--- config.mk ---
export PLATFORM = sky130hd
export DESIGN_NAME = regbank_read_arbiter_flat
export DESIGN_NICKNAME = d
export VERILOG_FILES = /design/src/rtl/regbank_pkg.sv /design/src/rtl/regbank_read_arbiter_if.sv /design/src/rtl/rr_arbiter.sv /design/src/rtl/regbank_read_arbiter.sv /design/src/flat_wrapper.sv
export SDC_FILE = /design/constraint.sdc
export NUM_CORES = 1
export LEC_CHECK = 0
export CORE_MARGIN = 5
export CORE_UTILIZATION = 36
export CTS_CLUSTER_DIAMETER = 200
export DETAILED_ROUTE_END_ITERATION = 10
export GPL_TIMING_DRIVEN = 0
export PLACE_DENSITY = 0.8
export SLEW_MARGIN = 20
export SYNTH_ARGS = -nofsm -noshare
export SYNTH_HDL_FRONTEND = slang
export SYNTH_HIERARCHICAL = 1
export SYNTH_SLANG_ARGS = --single-unit
export TNS_END_PERCENT = 5
--- constraint.sdc ---
create_clock -name clk -period 3.5 [get_ports clk]
set_input_delay 0.525 -clock clk [delete_from_list [all_inputs] [get_ports clk]]
set_output_delay 0.525 -clock clk [all_outputs]
set_load 0.01 [all_outputs]
--- src/rtl/regbank_pkg.sv ---
// rtl/regbank_pkg.sv - shared register bank constants and types for the read arbiter
package regbank_pkg;
    localparam int REG_AW    = 4;
    localparam int REG_DW    = 32;
    localparam int REG_COUNT = 16;

    typedef logic [REG_AW-1:0] reg_idx_t;

    typedef enum logic {
        IDLE = 1'b0,
        HOLD = 1'b1
    } state_t;
endpackage

--- src/rtl/regbank_read_arbiter_if.sv ---
// rtl/regbank_read_arbiter_if.sv - request, bank-port and response bundle for regbank_read_arbiter
interface regbank_read_arbiter_if #(
    parameter int NREQ = 3,
    parameter int AW   = 4,
    parameter int DW   = 32
);
    logic [NREQ-1:0]    req_valid;
    logic [NREQ*AW-1:0] req_addr;
    logic [NREQ-1:0]    req_ready;
    logic [AW-1:0]      rd_sel;
    logic [DW-1:0]      rd_data;
    logic [NREQ-1:0]    rsp_valid;
    logic [DW-1:0]      rsp_data;
    logic [NREQ-1:0]    rsp_ready;
    logic               wr_en;
    logic [AW-1:0]      wr_addr;
    logic [DW-1:0]      wr_data;

    modport master (
        output req_valid, req_addr, rsp_ready, rd_data, wr_en, wr_addr, wr_data,
        input  req_ready, rd_sel, rsp_valid, rsp_data
    );

    modport slave (
        input  req_valid, req_addr, rsp_ready, rd_data, wr_en, wr_addr, wr_data,
        output req_ready, rd_sel, rsp_valid, rsp_data
    );
endinterface

--- src/rtl/rr_arbiter.sv ---
// rtl/rr_arbiter.sv - combinational round-robin picker: first request at or above ptr, modulo NREQ
module rr_arbiter #(
    parameter int NREQ = 3,
    parameter int IW   = (NREQ > 1) ? $clog2(NREQ) : 1
) (
    input  logic [NREQ-1:0] req,
    input  logic [IW-1:0]   ptr,
    output logic [NREQ-1:0] grant,
    output logic [IW-1:0]   idx
);
    always_comb begin
        int p;
        grant = '0;
        idx   = '0;
        p     = 0;
        // Walk from lowest to highest priority so the last hit is the winner.
        for (int k = NREQ - 1; k >= 0; k--) begin
            p = int'(ptr) + k;
            if (p >= NREQ) p = p - NREQ;
            if (req[p]) begin
                grant    = '0;
                grant[p] = 1'b1;
                idx      = IW'(p);
            end
        end
    end
endmodule

--- src/rtl/regbank_read_arbiter.sv ---
// rtl/regbank_read_arbiter.sv - round-robin sharing of the register bank read port; REGBANK_BYPASS_EN adds same-cycle write forwarding
module regbank_read_arbiter
    import regbank_pkg::*;
#(
    parameter int NREQ = 3,
    parameter int AW   = REG_AW,
    parameter int DW   = REG_DW
) (
    input logic                  clk,
    input logic                  reset,
    regbank_read_arbiter_if.slave bus
);
    localparam int IW = (NREQ > 1) ? $clog2(NREQ) : 1;

    state_t          state;
    logic [IW-1:0]   rr_ptr;
    logic [IW-1:0]   gnt_idx;
    logic [NREQ-1:0] gnt;
    logic [AW-1:0]   sel_q;
    logic [AW-1:0]   gnt_addr;
    logic [DW-1:0]   cap_data;
    logic [NREQ-1:0] rsp_valid_q;
    logic [DW-1:0]   rsp_data_q;
    logic            accept;

    rr_arbiter #(.NREQ(NREQ), .IW(IW)) u_arb (
        .req   (bus.req_valid),
        .ptr   (rr_ptr),
        .grant (gnt),
        .idx   (gnt_idx)
    );

    // A grant is always an accept: req_ready is only raised where req_valid is set.
    assign accept        = (state == IDLE) && !reset && (|gnt);
    assign gnt_addr      = bus.req_addr[int'(gnt_idx)*AW +: AW];
    assign bus.req_ready = accept ? gnt : '0;
    assign bus.rd_sel    = accept ? gnt_addr : sel_q;
    assign bus.rsp_valid = rsp_valid_q;
    assign bus.rsp_data  = rsp_data_q;

`ifdef REGBANK_BYPASS_EN
    assign cap_data = (bus.wr_en && (bus.wr_addr == gnt_addr)) ? bus.wr_data : bus.rd_data;
`else
    logic unused_wr;
    assign unused_wr = ^{bus.wr_en, bus.wr_addr, bus.wr_data};
    assign cap_data  = bus.rd_data;
`endif

    always_ff @(posedge clk or posedge reset) begin
        if (reset) begin
            state       <= IDLE;
            rr_ptr      <= '0;
            sel_q       <= '0;
            rsp_valid_q <= '0;
            rsp_data_q  <= '0;
        end else begin
            case (state)
                IDLE: begin
                    if (accept) begin
                        rsp_data_q  <= cap_data;
                        rsp_valid_q <= gnt;
                        rr_ptr      <= (gnt_idx == IW'(NREQ - 1)) ? '0 : gnt_idx + 1'b1;
                        sel_q       <= gnt_addr;
                        state       <= HOLD;
                    end
                end
                HOLD: begin
                    // Ready on a requester with nothing pending is masked off here.
                    if (|(bus.rsp_ready & rsp_valid_q)) begin
                        rsp_valid_q <= '0;
                        state       <= IDLE;
                    end
                end
                default: state <= IDLE;
            endcase
        end
    end
endmodule

--- src/flat_wrapper.sv ---
// flat-port wrapper written by rule: the top's interface ports become plain ports
module regbank_read_arbiter_flat import regbank_pkg::*;
#(
    parameter int NREQ = 3,
    parameter int AW   = REG_AW,
    parameter int DW   = REG_DW
)
  (clk, reset, bus_req_valid, bus_req_addr, bus_rsp_ready, bus_rd_data, bus_wr_en, bus_wr_addr, bus_wr_data, bus_req_ready, bus_rd_sel, bus_rsp_valid, bus_rsp_data);
  regbank_read_arbiter_if #(.NREQ(NREQ), .AW(AW), .DW(DW)) bus_i ();
  input logic clk;
  input logic reset;
  input wire logic [$bits(bus_i.req_valid)-1:0] bus_req_valid;
  input wire logic [$bits(bus_i.req_addr)-1:0] bus_req_addr;
  input wire logic [$bits(bus_i.rsp_ready)-1:0] bus_rsp_ready;
  input wire logic [$bits(bus_i.rd_data)-1:0] bus_rd_data;
  input wire logic [$bits(bus_i.wr_en)-1:0] bus_wr_en;
  input wire logic [$bits(bus_i.wr_addr)-1:0] bus_wr_addr;
  input wire logic [$bits(bus_i.wr_data)-1:0] bus_wr_data;
  output wire logic [$bits(bus_i.req_ready)-1:0] bus_req_ready;
  output wire logic [$bits(bus_i.rd_sel)-1:0] bus_rd_sel;
  output wire logic [$bits(bus_i.rsp_valid)-1:0] bus_rsp_valid;
  output wire logic [$bits(bus_i.rsp_data)-1:0] bus_rsp_data;
  assign bus_i.req_valid = bus_req_valid;
  assign bus_i.req_addr = bus_req_addr;
  assign bus_i.rsp_ready = bus_rsp_ready;
  assign bus_i.rd_data = bus_rd_data;
  assign bus_i.wr_en = bus_wr_en;
  assign bus_i.wr_addr = bus_wr_addr;
  assign bus_i.wr_data = bus_wr_data;
  assign bus_req_ready = bus_i.req_ready;
  assign bus_rd_sel = bus_i.rd_sel;
  assign bus_rsp_valid = bus_i.rsp_valid;
  assign bus_rsp_data = bus_i.rsp_data;
  regbank_read_arbiter #(.NREQ(NREQ), .AW(AW), .DW(DW)) u_core (.clk(clk), .reset(reset), .bus(bus_i));
endmodule
* After elaboration in Yosys (flattened, before gate mapping) *
Index checks and enable logic that the tools add are counted.

word-level totals
  output and inout bits = 42
  flip-flop bits (word level) = 42
  logic and storage cells = 69

cells by class
  shift operators = 1
  bitwise logic cells = 2
  reductions and logical operators = 10
  add/sub/neg operators = 6
  order comparisons = 9
  equal/unequal tests = 3
  mux-type cells = 33

operators by type and width
  kind                                                                 count
  greater-or-equal comparator 32 x 1 -> 1 bit (second input constant)  3
  less-than comparator 32 x 4 -> 1 bit (second input constant)         3
  2-to-1 mux 32 bit                                                    3
  greater-or-equal comparator 32 x 3 -> 1 bit (second input constant)  1
  subtractor 32 x 3 -> 32 bit (second input constant)                  1
  2-to-1 mux 3 bit                                                     6
  variable part select 12 x 5 -> 4 bit                                 1
  2-to-1 mux 1 bit                                                     11
  2-to-1 mux 2 bit                                                     4
  binary-select mux 1 bit (select 2 bit)                               3
  demux 1 bit (select 2 bit)                                           3
  case mux 3 bit (2 select lines)                                      1
  OR reduction 3 bit                                                   2
  logical AND 1 bit                                                    5
  2-to-1 mux 4 bit                                                     1
  AND reduction 2 bit                                                  2
  subtractor 3 x 2 -> 4 bit (second input constant)                    1
  adder 2 x 1 -> 3 bit (second input constant)                         1
  adder 2 x 2 -> 3 bit (second input constant)                         1
  bitwise AND 3 bit                                                    1
  greater-or-equal comparator 3 x 2 -> 1 bit (second input constant)   1
  subtractor 2 x 2 -> 3 bit (second input constant)                    1
  adder 2 x 1 -> 2 bit (second input constant)                         1
  == test 2 bit (second input constant)                                1
  other kinds (6)                                                      6

* Longest topological paths before layout *
  depth after elaboration = 14
  depth in mapped cells = 11
  gate-level depth less buffers = 9

* Hierarchy *
The synthesis kept the hierarchy.

by module, submodules not included
  module                times used  cells each  sequential area each (µm²)  area an instance (µm²)
  regbank_read_arbiter  1           121         1051.0                      1785.5
  rr_arbiter            1           37          0.0                         266.5

* Worst setup path after synthesis *
Ideal clock, no wire load.

  path type = flip-flop to output port
  start point = reg u_core.rr_ptr[0]
  end point = out bus_rd_sel[3]
  stages on the path, launching flop included = 11
  required time = 2975 ps
  slack = 605 ps
  arrival time = 2370 ps
  path buffers = 2
  cells stage by stage = dfrtp_1 inv_1 ha_1 buf_6 o41ai_1 a21oi_1 o21ai_1 nor3_2 nor3_4 buf_6 mux2_2

on the way
  cells in the longest elaborated chain, start to end = 13
  elaborated cells between the ends (all ways) = 45
  those cells by class = add/sub (5); order compare (9); shift (1); mux (25); reduce/logical (5)

RTL lines
  element                                                                                                                           line                        RTL
  start, declared                                                                                                                   regbank_read_arbiter.sv:16  logic [IW-1:0] rr_ptr;
  start signal, assigned                                                                                                            regbank_read_arbiter.sv:62  rr_ptr <= (gnt_idx == IW'(NREQ - 1)) ? '0 : gnt_idx + 1'b1;
  adder 2 x 2 -> 3 bit                                                                                                              rr_arbiter.sv:18            p = int'(ptr) + k;
  subtractor 32 x 3 -> 32 bit / greater-or-equal comparator 32 x 3 -> 1 bit (equally long branches)                                 rr_arbiter.sv:19            if (p >= NREQ) p = p - NREQ;
  2-to-1 mux 32 bit                                                                                                                 rr_arbiter.sv:19
  greater-or-equal comparator 32 x 1 -> 1 bit (not written as such) / less-than comparator 32 x 4 -> 1 bit (equally long branches)  rr_arbiter.sv:22            grant[p] = 1'b1;
  logical AND 1 bit (not written as such)                                                                                           rr_arbiter.sv:22
  2-to-1 mux 1 bit (not written as such)                                                                                            rr_arbiter.sv:22
  demux 1 bit (select 2 bit)                                                                                                        rr_arbiter.sv:22
  2-to-1 mux 3 bit (2 in a row)                                                                                                     rr_arbiter.sv:20            if (req[p]) begin
  2-to-1 mux 3 bit (*)                                                                                                              rr_arbiter.sv:20
  via u_core.gnt[0]                                                                                                                 regbank_read_arbiter.sv:18  logic [NREQ-1:0] gnt;
  OR reduction 3 bit (*)                                                                                                            regbank_read_arbiter.sv:34  assign accept = (state == IDLE) && !reset && (|gnt);
  logical AND 1 bit (*)                                                                                                             regbank_read_arbiter.sv:34
  2-to-1 mux 4 bit (*)                                                                                                              -
  end, declared                                                                                                                     flat_wrapper.sv:20          output wire logic [$bits(bus_i.rd_sel)-1:0] bus_rd_sel;

The timed path passes the listed nets; every way through them passes the cells marked *. The select of a mux whose other input is x is not followed.

* Final worst setup path *
  start point = reg u_core.rr_ptr[0]
  end point = out bus_rd_sel[1]

The elaborated chain is that of the path after synthesis.

==> results.yml <==
synth:
  syn_area_per_cell_sq_um: 13.0
  syn_area_sq_um: 2050
  synthTopCellsByArea: "dfrtp_1 (51%), mux2_2 (23%), mux2i_1 (3.4%), buf_6 (2.7%), ha_1 (2.4%)"
  post-synth-top-area-fraction: 0.512
  synth_flop_cell: "dfrtp_1"
  yosysUniqueCellTypes: 33
  ys_warn_count: 6
  ys_seq_area_frac: 0.512
  synth_common_cells: "dfrtp_1 (42), mux2_2 (42), nand2_1 (11)"
  synth-edff-count: 0
  async_flop_share: 1.00
  ys_ff_latch: 42
  synth_nets: 251
  yosysTopAreaCell: "dfrtp_1"
  postSynthCellCount: 158
clock_tree:
  postCtsHoldBufs: 0
  clock_sinks: 42
  cts_tree: "yes"
  cts_buffers: 5
  clock_latency_ns: 0.29
  cts_max_path_buffers: 2
  cts_root_buffer: "clkbuf_8"
  path_clk_slew_ns: 0.08
  htreeDepth: 2
power_and_ir_drop:
  irDropWorstVdd_mv: 0.425
  p_leak_nw: 1.42
  p_sw_frac: 0.352
  p_switching_mw: 1.14
  power_density_nw_per_um2: 966
  power.share.clock: 0.104
  pwr-share-seq: 0.269
  combPwrFrac: 0.627
  p_int_mw: 2.10
worst_hold_path:
  hp-class: "reg2reg"
timing:
  fin_skew_ns: 0.00421
  drv_slew: 0
  slew_headroom: 0.667
  worstMarginPinSlew_ns: 0.498
  fmax_ghz: 0.295
  setup_viol: 0
  period_share: 0.969
  setup_tns_ns: 0
  post-route-min-period_ns: 3.39
  finalHoldViolations: 0
global_routing:
  grt_max_degree: 23
  grtUsageTotal: 0.137
  grt_pass1_vias: 1733
  grt_overflow: 0
  grt_pass1_wl_um: 8130
  antenna_found_initial: 0
drt:
  totalWireLength_um: 5010
  ant_nets: 0
  via_per_inst: 4.79
  drt-initial-drc-count: 34
  vias: 1642
  dr.pass1.iters: 4
  avgRoutedWirePerCell_um: 14.6
  drc: 0
setup_path:
  end_kind: "output port"
  slowest_delay_ns: 0.41
  required_ns: 2.97
  crit_arrival_ns: 2.87
  crit_top_cell: "buf_6"
  path_buf_inv: 4
  critPathLaunchType: "flip-flop"
  critPathSlowestCell: "dfrtp_1"
  path_cells: "inv_1, ha_2, buf_6, o41ai_2, a21oi_1, o21ai_2, nor3_2, nor3_4, buf_6, mux2_2, dlygate4sd2_1"
  criticalPathCategory: "reg2out"
  cp_max_fo: 9
  critical-path-top-delay-family: "buffers and inverters"
cells_and_area:
  syn2layout_area_growth_pct: 63.2
  nets: 363
  layout-drive-gt1-share: 0.310
  fin_util: 0.608
  antenna_cells: 0
die:
  io-pin-count: 131
  fp.dieW_um: 85.5
  num_rows: 27
  initial_utilization: 0.373
  die_h_um: 85.5
  die_area_sq_um: 7310
  coreArea_sq_um: 5510
place:
  dpl.hpwl_um: 3720
  routabilityCongestion: 0.753
  port_buffers: 93
status:
  outcome: "complete, no violations"
run:
  drv_cap: 0
[cells in the final DEF (no fill, tap or decap), types with 2 or more instances in the layout]
master            n
nand3b_1          2
mux2_2           42
dlymetal6s2s_1    2
buf_4            12
nor2_1            2
clkbuf_8          6
a31oi_1           3
nand2_1          10
a21oi_1           5
o2bb2ai_1         4
ha_1              3
o21ai_2           3
buf_6             6
clkdlybuf4s50_1  87
dfrtp_1          42
dlygate4sd2_1     4
mux2i_1           5
inv_1             6
[path summary, 6_finish.rpt]
| check | from | end | slack (ns) | cells after the start |
|---|---|---|---|---|
| setup / recovery | u_core/rr_ptr[0] | bus_rd_sel[1] | 0.11 | 11 |
| hold reg to reg | u_core/sel_q[0] | u_core/sel_q[0] | 0.51 | 1 |
| max in group asynchronous | reset | u_core/bus.rsp_data[25] | 2.30 | 3 |
| setup reg to reg | u_core/rr_ptr[0] | u_core/bus.rsp_data[23] | 0.91 | 11 |
| hold / removal | u_core/sel_q[0] | u_core/sel_q[0] | 0.51 | 1 |
| min in group asynchronous | reset | u_core/bus.rsp_data[2] | 0.73 | 2 |
[stage by stage]
step | setup slack, ns | hold slack, ns | power (mW) | std cells | cell area (sq um)
3_3_place_gp | -0.384 | 0.484 | 2.68 | 323 | 3070
4_1_cts | 0.00566 | 0.514 | 3.15 | 338 | 3260
6_report | 0.107 | 0.508 | 3.23 | 343 | 3350
5_1_grt | -0.0374 | 0.528 | 3.47 | 343 | 3350
3_5_place_dp | -0.351 | 0.494 | 2.73 | 324 | 3100
2_1_floorplan | 0.605 | 0.477 | 1.97 | 158 | 2050
[registers in the layout, indices dropped and copies added, names as in the netlist]
register,count
u_core/bus.rsp_valid,3
u_core/bus.rsp_data,32
u_core/rr_ptr,2
u_core/sel_q,4
u_core/state,1
[power groups by stage]
stage | clock network, mW | logic (mW) | registers, mW
after floorplan | 0 | 1.00 | 0.966
after global placement | 0 | 1.81 | 0.866
after detailed placement | 0 | 1.85 | 0.884
after CTS | 0.351 | 1.93 | 0.874
after global routing | 0.373 | 2.19 | 0.907
final | 0.337 | 2.03 | 0.869
[final cells by class]
class / count / area, sq um
plain buffers: 7 / 75.1
clock buffers: 6 / 82.6
clock inverters: 2 / 16.3
fillers: 449 / 2160
inverters: 7 / 26.3
multi-input cells: 102 / 967
flip-flops and latches: 42 / 1050
well taps: 72 / 90.1
repair buffers: 105 / 1040
[worst register-to-register path, cell delays in order, from the launching register on]
cell and delay (ns):
dfrtp_1 0.41, inv_1 0.09, ha_2 0.28, buf_6 0.14
o41ai_2 0.32, a21oi_1 0.08, o21ai_2 0.17, nor3_2 0.09
nor3_4 0.22, buf_4 0.19, buf_6 0.15, mux2_2 0.35
[kinds of logic (layout without fill, tap and decap cells)]
family / count (synthesis) / after routing / synth area share
AO/OA/AOI/OAI: 24 / 24 / 0.0793
adder cells (fa/ha/maj): 4 / 4 / 0.0244
buffers and inverters: 14 / 127 / 0.0463
flip-flops: 42 / 42 / 0.512
multiplexers: 49 / 49 / 0.265
AND/OR/NAND/NOR: 25 / 25 / 0.0732
[what timing repair did]
action / 4_1_cts / 5_1_grt
cloned: 0 / 0
setup endpoints to repair: 4 / 4
setup buffers: 6 / 5
pin swaps: 2 / 5
resized for setup: 9 / 13
[per-layer routing]
metal,up-vias,part of all wire,global-route usage
li1,791,-,-
met1,794,0.39,0.164
met2,52,0.49,0.222
met3,5,0.11,0.0663
met4,0,0.0098,0.0345
met5,-,0,0
(Power assumes the default switching activity.)
